==> src/rtl/axi_master_controller.sv <==
// Single-outstanding AXI4-Lite master: one load/store request becomes one AR/R or AW/W/B transaction.
// Latency 3 cycles request-to-ready minimum, +1 per slave stall cycle; requests are ignored until ready has pulsed.
module axi_master_controller #(
    parameter int ADDR_W = 32,
    parameter int DATA_W = 32
) (
    input  logic                  clk,
    input  logic                  nrst,
    input  logic                  read,
    input  logic [1:0]            write,
    input  logic [ADDR_W-1:0]     addr,
    input  logic [DATA_W-1:0]     store,
    output logic                  ready,
    output logic [DATA_W-1:0]     load,
    output logic                  error,
    output logic                  arvalid,
    input  logic                  arready,
    output logic [ADDR_W-1:0]     araddr,
    output logic [2:0]            arprot,
    input  logic                  rvalid,
    output logic                  rready,
    input  logic [DATA_W-1:0]     rdata,
    input  logic [1:0]            rresp,
    output logic                  awvalid,
    input  logic                  awready,
    output logic [ADDR_W-1:0]     awaddr,
    output logic [2:0]            awprot,
    output logic                  wvalid,
    input  logic                  wready,
    output logic [DATA_W-1:0]     wdata,
    output logic [DATA_W/8-1:0]   wstrb,
    input  logic                  bvalid,
    output logic                  bready,
    input  logic [1:0]            bresp
);

    typedef enum logic [2:0] {
        S_IDLE, S_RADDR, S_RDATA, S_WREQ, S_WRESP, S_RESP
    } state_t;

    state_t               state_q, state_d;
    logic                 arvalid_q, arvalid_d;
    logic                 rready_q, rready_d;
    logic                 awvalid_q, awvalid_d;
    logic                 wvalid_q, wvalid_d;
    logic                 bready_q, bready_d;
    logic                 ready_q, ready_d;
    logic                 error_q, error_d;
    logic                 aw_done_q, aw_done_d;
    logic                 w_done_q, w_done_d;
    logic [ADDR_W-1:0]    araddr_q, araddr_d;
    logic [ADDR_W-1:0]    awaddr_q, awaddr_d;
    logic [DATA_W-1:0]    wdata_q, wdata_d;
    logic [DATA_W/8-1:0]  wstrb_q, wstrb_d;
    logic [DATA_W-1:0]    load_q, load_d;

    always_comb begin
        state_d   = state_q;
        arvalid_d = arvalid_q;
        rready_d  = rready_q;
        awvalid_d = awvalid_q;
        wvalid_d  = wvalid_q;
        bready_d  = bready_q;
        ready_d   = 1'b0;
        error_d   = error_q;
        aw_done_d = aw_done_q;
        w_done_d  = w_done_q;
        araddr_d  = araddr_q;
        awaddr_d  = awaddr_q;
        wdata_d   = wdata_q;
        wstrb_d   = wstrb_q;
        load_d    = load_q;

        case (state_q)
            S_IDLE: begin
                if (write != 2'b00) begin
                    state_d   = S_WREQ;
                    awvalid_d = 1'b1;
                    wvalid_d  = 1'b1;
                    aw_done_d = 1'b0;
                    w_done_d  = 1'b0;
                    awaddr_d  = addr;
                    // Sub-word data is replicated across lanes so the strobe alone selects the bytes.
                    case (write)
                        2'b01: begin
                            wdata_d = {4{store[7:0]}};
                            wstrb_d = 4'b0001 << addr[1:0];
                        end
                        2'b10: begin
                            wdata_d = {2{store[15:0]}};
                            wstrb_d = addr[1] ? 4'b1100 : 4'b0011;
                        end
                        default: begin
                            wdata_d = store;
                            wstrb_d = 4'b1111;
                        end
                    endcase
                end else if (read) begin
                    state_d   = S_RADDR;
                    arvalid_d = 1'b1;
                    araddr_d  = addr;
                end
            end
            S_RADDR: begin
                if (arready) begin
                    arvalid_d = 1'b0;
                    rready_d  = 1'b1;
                    state_d   = S_RDATA;
                end
            end
            S_RDATA: begin
                if (rvalid) begin
                    rready_d = 1'b0;
                    load_d   = rdata;
                    error_d  = (rresp != 2'b00);
                    ready_d  = 1'b1;
                    state_d  = S_RESP;
                end
            end
            S_WREQ: begin
                // AW and W complete independently; each valid drops on its own handshake.
                aw_done_d = aw_done_q | (awvalid_q & awready);
                w_done_d  = w_done_q | (wvalid_q & wready);
                awvalid_d = awvalid_q & ~awready;
                wvalid_d  = wvalid_q & ~wready;
                if (aw_done_d && w_done_d) begin
                    bready_d = 1'b1;
                    state_d  = S_WRESP;
                end
            end
            S_WRESP: begin
                if (bvalid) begin
                    bready_d = 1'b0;
                    error_d  = (bresp != 2'b00);
                    ready_d  = 1'b1;
                    state_d  = S_RESP;
                end
            end
            S_RESP: begin
                state_d = S_IDLE;
            end
            default: begin
                state_d = S_IDLE;
            end
        endcase
    end

    always_ff @(posedge clk or negedge nrst) begin
        if (!nrst) begin
            state_q   <= S_IDLE;
            arvalid_q <= 1'b0;
            rready_q  <= 1'b0;
            awvalid_q <= 1'b0;
            wvalid_q  <= 1'b0;
            bready_q  <= 1'b0;
            ready_q   <= 1'b0;
            error_q   <= 1'b0;
            aw_done_q <= 1'b0;
            w_done_q  <= 1'b0;
            araddr_q  <= '0;
            awaddr_q  <= '0;
            wdata_q   <= '0;
            wstrb_q   <= '0;
            load_q    <= '0;
        end else begin
            state_q   <= state_d;
            arvalid_q <= arvalid_d;
            rready_q  <= rready_d;
            awvalid_q <= awvalid_d;
            wvalid_q  <= wvalid_d;
            bready_q  <= bready_d;
            ready_q   <= ready_d;
            error_q   <= error_d;
            aw_done_q <= aw_done_d;
            w_done_q  <= w_done_d;
            araddr_q  <= araddr_d;
            awaddr_q  <= awaddr_d;
            wdata_q   <= wdata_d;
            wstrb_q   <= wstrb_d;
            load_q    <= load_d;
        end
    end

    assign ready   = ready_q;
    assign load    = load_q;
    assign error   = error_q;
    assign arvalid = arvalid_q;
    assign araddr  = araddr_q;
    assign arprot  = 3'b000;
    assign rready  = rready_q;
    assign awvalid = awvalid_q;
    assign awaddr  = awaddr_q;
    assign awprot  = 3'b000;
    assign wvalid  = wvalid_q;
    assign wdata   = wdata_q;
    assign wstrb   = wstrb_q;
    assign bready  = bready_q;

endmodule

==> config.mk <==
export PLATFORM = sky130hd
export DESIGN_NAME = axi_master_controller
export DESIGN_NICKNAME = d
export VERILOG_FILES = /design/src/rtl/axi_master_controller.sv
export SDC_FILE = /design/constraint.sdc
export NUM_CORES = 1
export LEC_CHECK = 0
export ABC_AREA = 1
export BUFFER_PORTS_ARGS = -buffer_cell sky130_fd_sc_hd__buf_2
export CORE_ASPECT_RATIO = 0.7
export CORE_MARGIN = 2
export CORE_UTILIZATION = 45
export DETAILED_ROUTE_END_ITERATION = 7
export GPL_TIMING_DRIVEN = 0
export PLACE_DENSITY_LB_ADDON = 0.12
export SYNTH_ARGS = -nofsm -noshare
export SYNTH_HDL_FRONTEND = slang
export SYNTH_SLANG_ARGS = --single-unit
==> constraint.sdc <==
create_clock -name clk -period 1.67 [get_ports clk]
set_input_delay 0.334 -clock clk [delete_from_list [all_inputs] [get_ports clk]]
set_output_delay 0.334 -clock clk [all_outputs]
set_load 0.02 [all_outputs]
Yosys cells after proc, flatten, opt, wreduce, memory -nomap -nowiden
Index checks and enable logic that the tools add are counted.

word-level totals
  bits in latches = 0
  bits in read-only memories = 0
  output and inout port bits = 145
  bits of input ports = 110
  memories kept = 0
  register bits = 144
  RAM bits = 0

cells by class
  $add $sub $neg = 0
  divide/modulo/power cells = 0
  shifts and indexed selects = 1
  reduce and logical (&&, ||, !) cells = 19
  order comparisons = 0
  $mul = 0
  equal/unequal tests = 14
  bitwise logic cells = 9
  muxes and demuxes = 32

operator list
  kind                                             number
  case mux 32 bit (2 select lines)                 1
  2-to-1 mux 3 bit                                 6
  case mux 1 bit (2 select lines)                  9
  nonzero test 2 bit                               8
  case mux 3 bit (5 select lines)                  1
  inequality test 2 bit, second input constant     7
  2-to-1 mux 1 bit                                 13
  AND reduction 3 bit                              4
  case mux 4 bit (2 select lines)                  1
  == test 3 x 2 -> 1 bit, second input constant    2
  AND reduction 2 bit                              3
  AND reduction 5 bit                              1
  bitwise AND 1 bit                                4
  2-to-1 mux 4 bit                                 1
  AND reduction 4 bit                              1
  << shifter 1 x 2 -> 4 bit, first input constant  1
  == test 3 x 1 -> 1 bit, second input constant    1
  == test 3 bit, second input constant             1
  zero test 3 bit                                  1
  inequality test 3 bit, second input constant     1
  inverter 1 bit                                   3
  == test 2 x 1 -> 1 bit, second input constant    1
  == test 2 bit, second input constant             1
  bitwise OR 1 bit                                 2
  logical AND 1 bit                                1

Longest topological paths before layout
  depth in word-level cells = 5
  mapped depth = 8

Worst setup path before layout
Ideal clock, no wire load.

  path type = input -> register
  from = in write[0]
  to = reg wstrb_q[0] (netlist: wstrb[0])
  arrival time = 1397 ps
  path slack = 148 ps
  library setup time = 125 ps
  cell stages on the path = 7
  path through = inv_1 ha_1 clkbuf_1 clkbuf_1 o21ai_0 nand2_1 nand3_1

on the way
  word-level cells in the longest chain between the ends = 2
  elaborated cells between the ends (all ways) = 5

RTL lines
  what                                                                    RTL line  RTL
  start: declaration                                                      10        input logic [1:0] write,
  == test 2 bit (tied with other cells)                                   84        case (write)
  case mux 4 bit (2 select lines) or AND reduction 2 bit (tied branches)  -
  end signal: assignment                                                  179       wstrb_q <= wstrb_d;
  end: declaration                                                        54        logic [DATA_W/8-1:0] wstrb_q, wstrb_d;

Parallel ways exist; a longest one is shown, timed or not.
A chain may end at the register's enable or synchronous reset.

Final worst setup path
  from = reg state_q[2]
  to = reg wdata_q[30] (netlist: wdata[30])

on the way
  word-level cells in the longest chain between the ends = 2

RTL lines
  what                                  RTL line  RTL
  start: declaration                    41        state_t state_q, state_d;
  start signal: assignment              166       state_q <= state_d;
  zero test 3 bit                       74        case (state_q)
  AND reduction 2 bit (no source line)  -
  end signal: assignment                178       wdata_q <= wdata_d;
  end: declaration                      53        logic [DATA_W-1:0] wdata_q, wdata_d;

No other way between the ends.

==> run metrics <==
run status=complete, no violations; Max VDD drop=between 0.9 and 1 mV; vias in the first global route=5050; Initial Util=between 40% and 50%; fin area=~8100 um^2; DR DRC count=0; final slew viol count=0; GR Util All Layers=about a quarter; sw frac=40.94%; via count=about 5400; internal power=10.08 mW; initial antenna violation count=0; detailed placer's ending HPWL=~12000 um; Logic pwr share=between 40 and 50%; Psw=6.985 mW; First DRT Iteration DRCs=roughly 260; CTS root buffer=clkbuf_16; Maximum Capacitance Violations=0; clock power share=between 20% and 30%; skew final=0.01161 ns; Cell Area, Synth=around 6000 um^2; Layout area overhead=36.43%; Synth Warn #=0; Vias/cell=4.799; Die Wd=between 100 and 150 um; hold crit path type=primary input to flip-flop; clk slew on worst S/H paths=roughly 0.060 ns; Pwr Total=~17 mW; WHS=0.1603 ns; site row count=35; Die Area=14230 um^2; Post-Syn Instances=between 600 and 700; Antenna Cells=0; Routed Antenna Nets=0; I/O pin cnt=approximately 260; sequential area share after synthesis=~60%; Pre-antenna DRT Iters=4; Reg power frac=between 30% and 40%; worst reg2reg startpoint=state_q[2]; CTS Buf Count=17; CTS sink count=144; GRT overflow=0; number of H-tree levels=4; Unique masters post-synth=23; Die Span Y=100.4 um; TritonCTS clock tree=done; Final setup viols=0; Critical Path Sink Type=flip-flop; Final GP Congestion=about 0.84; critical path class=flip-flop to flip-flop; Max Fanout on Critical Path=10; routed len/inst=between 10 and 15 um; Worst Setup SP=state_q[2]; Core ar.=around 13000 um^2; Pleak=about 4.6 nW; largest net degree at the start of global routing=between 70 and 80; Layout Utilization=between 60% and 70%; Final period util=91.55%; CP Data Required Time=~2.0 ns; layout cells sized above 1=approximately 33%; crit path DAT=~1.8 ns; Worst setup SP type=flip-flop; RSZ-0062 raised after global routing=false; global-route wire length before repair=roughly 26000 um; synthesis-stage register bit count=about 140; min-delay src=rdata[22]; min Tclk post-route=~1.5 ns; PwrDens=about 2100 nW/um^2; Slew headroom=between 50% and 60%; Longest Clk Path Bufs=2; fin nets=1051; Avg Cell Area, Syn=roughly 9.0 um^2; Worst-Skew Late Latency=a little over 0.4 ns; Tightest Pin Transition=around 0.66 ns; total routed wirelength=approximately 16000 um; fmax=between 600 and 700 MHz; dpl cell area=7475 um^2; input/output buffers=about 250; Hold Violations, Final=0
-- state kept, by name, indices dropped and copies added, names as in the netlist --
signal	flops
state_q	3
wstrb	4
aw_done_q	1
awvalid	1
araddr	32
wdata	32
ready	1
load	32
bready	1
awaddr	32
wvalid	1
error	1
w_done_q	1
arvalid	1
rready	1
-- worst max-delay path, cell delays in order (launching register included) --
cell and delay, ns:
dfrtp_1 0.46, nor2_4 0.15, nand2_2 0.08, nor2_4 0.16, inv_2 0.10, buf_6 0.16
buf_6 0.15, nand2_1 0.07, nand3_1 0.07
-- per-layer routing --
| layer | share of wire (%) | track usage (%) |
|---|---|---|
| met2 | 44 | 34.54 |
| met1 | 47 | 33.42 |
| met3 | 8.0 | 7.729 |
| met5 | 0 | 0 |
| met4 | 1.2 | 7.154 |
-- cell usage after synthesis, drive strengths merged --
cell type	n	area share (%)
a21oi	15	1.3
nand3	48	4.0
ha	3	0.63
inv	79	5.0
nand2	187	12
o21ai	121	10
dfrtp	144	60
clkbuf	15	0.94
nand4	5	0.52
o21a	1	0.13
buf	26	3.1
conb	1	0.063
nor2	11	0.98
a22o	7	1.0
-- through the flow --
stage / instances / worst slack [ns] / TNS [ns]
floorplan: 668 / 0.1481 / 0
global placement: 1082 / -1.830 / -270.50
detailed placement: 1083 / -0.2697 / -9.786
CTS: 1116 / 0.004556 / 0
global route: 1117 / 0.01445 / 0
finish: 1117 / 0.1411 / 0
-- final timing paths --
kind	cells after the start	end	slack (ns)
hold / removal	3	load[22]	0.16
max in group asynchronous	3	load[9]	0.40
setup reg to reg	8	wdata[30]	0.14
setup / recovery	8	wdata[30]	0.14
hold reg to reg	2	wdata[7]	0.47
min in group asynchronous	2	wdata[28]	0.49
-- cell families after synthesis --
logic type               Yosys count  share of synthesized area (%)
AND/OR/NAND/NOR                  251                          17.32
AO/OA/AOI/OAI                    144                          12.61
flip-flops                       144                          60.33
buffers and inverters            120                          9.049
adder cells (fa/ha/maj)            3                         0.6285
other                              1                        0.06278
-- final cells by class --
class | count | area [um^2]
clock buffers | 21 | 460.4
repair buffers | 251 | 1305
fillers | 1152 | 4901
clock inverters | 11 | 177.7
plain buffers | 41 | 249.0
flip-flops and latches | 144 | 3605
well taps | 166 | 207.7
inverters | 79 | 296.5
multi-input cells | 404 | 1848
-- power groups by stage --
stage	sequential, mW	clock, mW	combinational, mW
finish	5.93	4.07	7.06
global route	6.13	4.31	7.79
CTS	5.93	4.15	7.08
detailed placement	5.95	0	7.07
global placement	5.96	0	6.97
floorplan	7.85	0	2.50
-- layout by cell type, fill, tap and decap left out --
master	n
buf_2	259
nand2_1	186
dfrtp_1	143
o21ai_0	92
inv_1	76
nand3_1	48
o21ai_1	29
clkbuf_16	17
clkbuf_1	14
a21oi_1	14
nor2_1	8
buf_6	8
a22o_1	7
buf_4	6
conb_1	6
nand4_1	5
clkbuf_2	4
bufinv_16	4
inv_2	3
ha_1	3
inv_6	3
clkinvlp_4	3
nor2_4	2
clkbuf_8	2
nand2_2	1
nor2_2	1
a21oi_2	1
o21a_1	1
clkinv_4	1
dlygate4sd3_1	1
buf_16	1
buf_12	1
dfrtp_2	1
-- what timing repair did --
action,in CTS,in global routing
hold endpoints to repair,69,0
resized for setup,1,6
setup endpoints to repair,1,99
buffers inserted,0,1
pin swaps,0,1
hold buffers,1,0
gates cloned,0,0
Power figures use the tool's default switching activity.
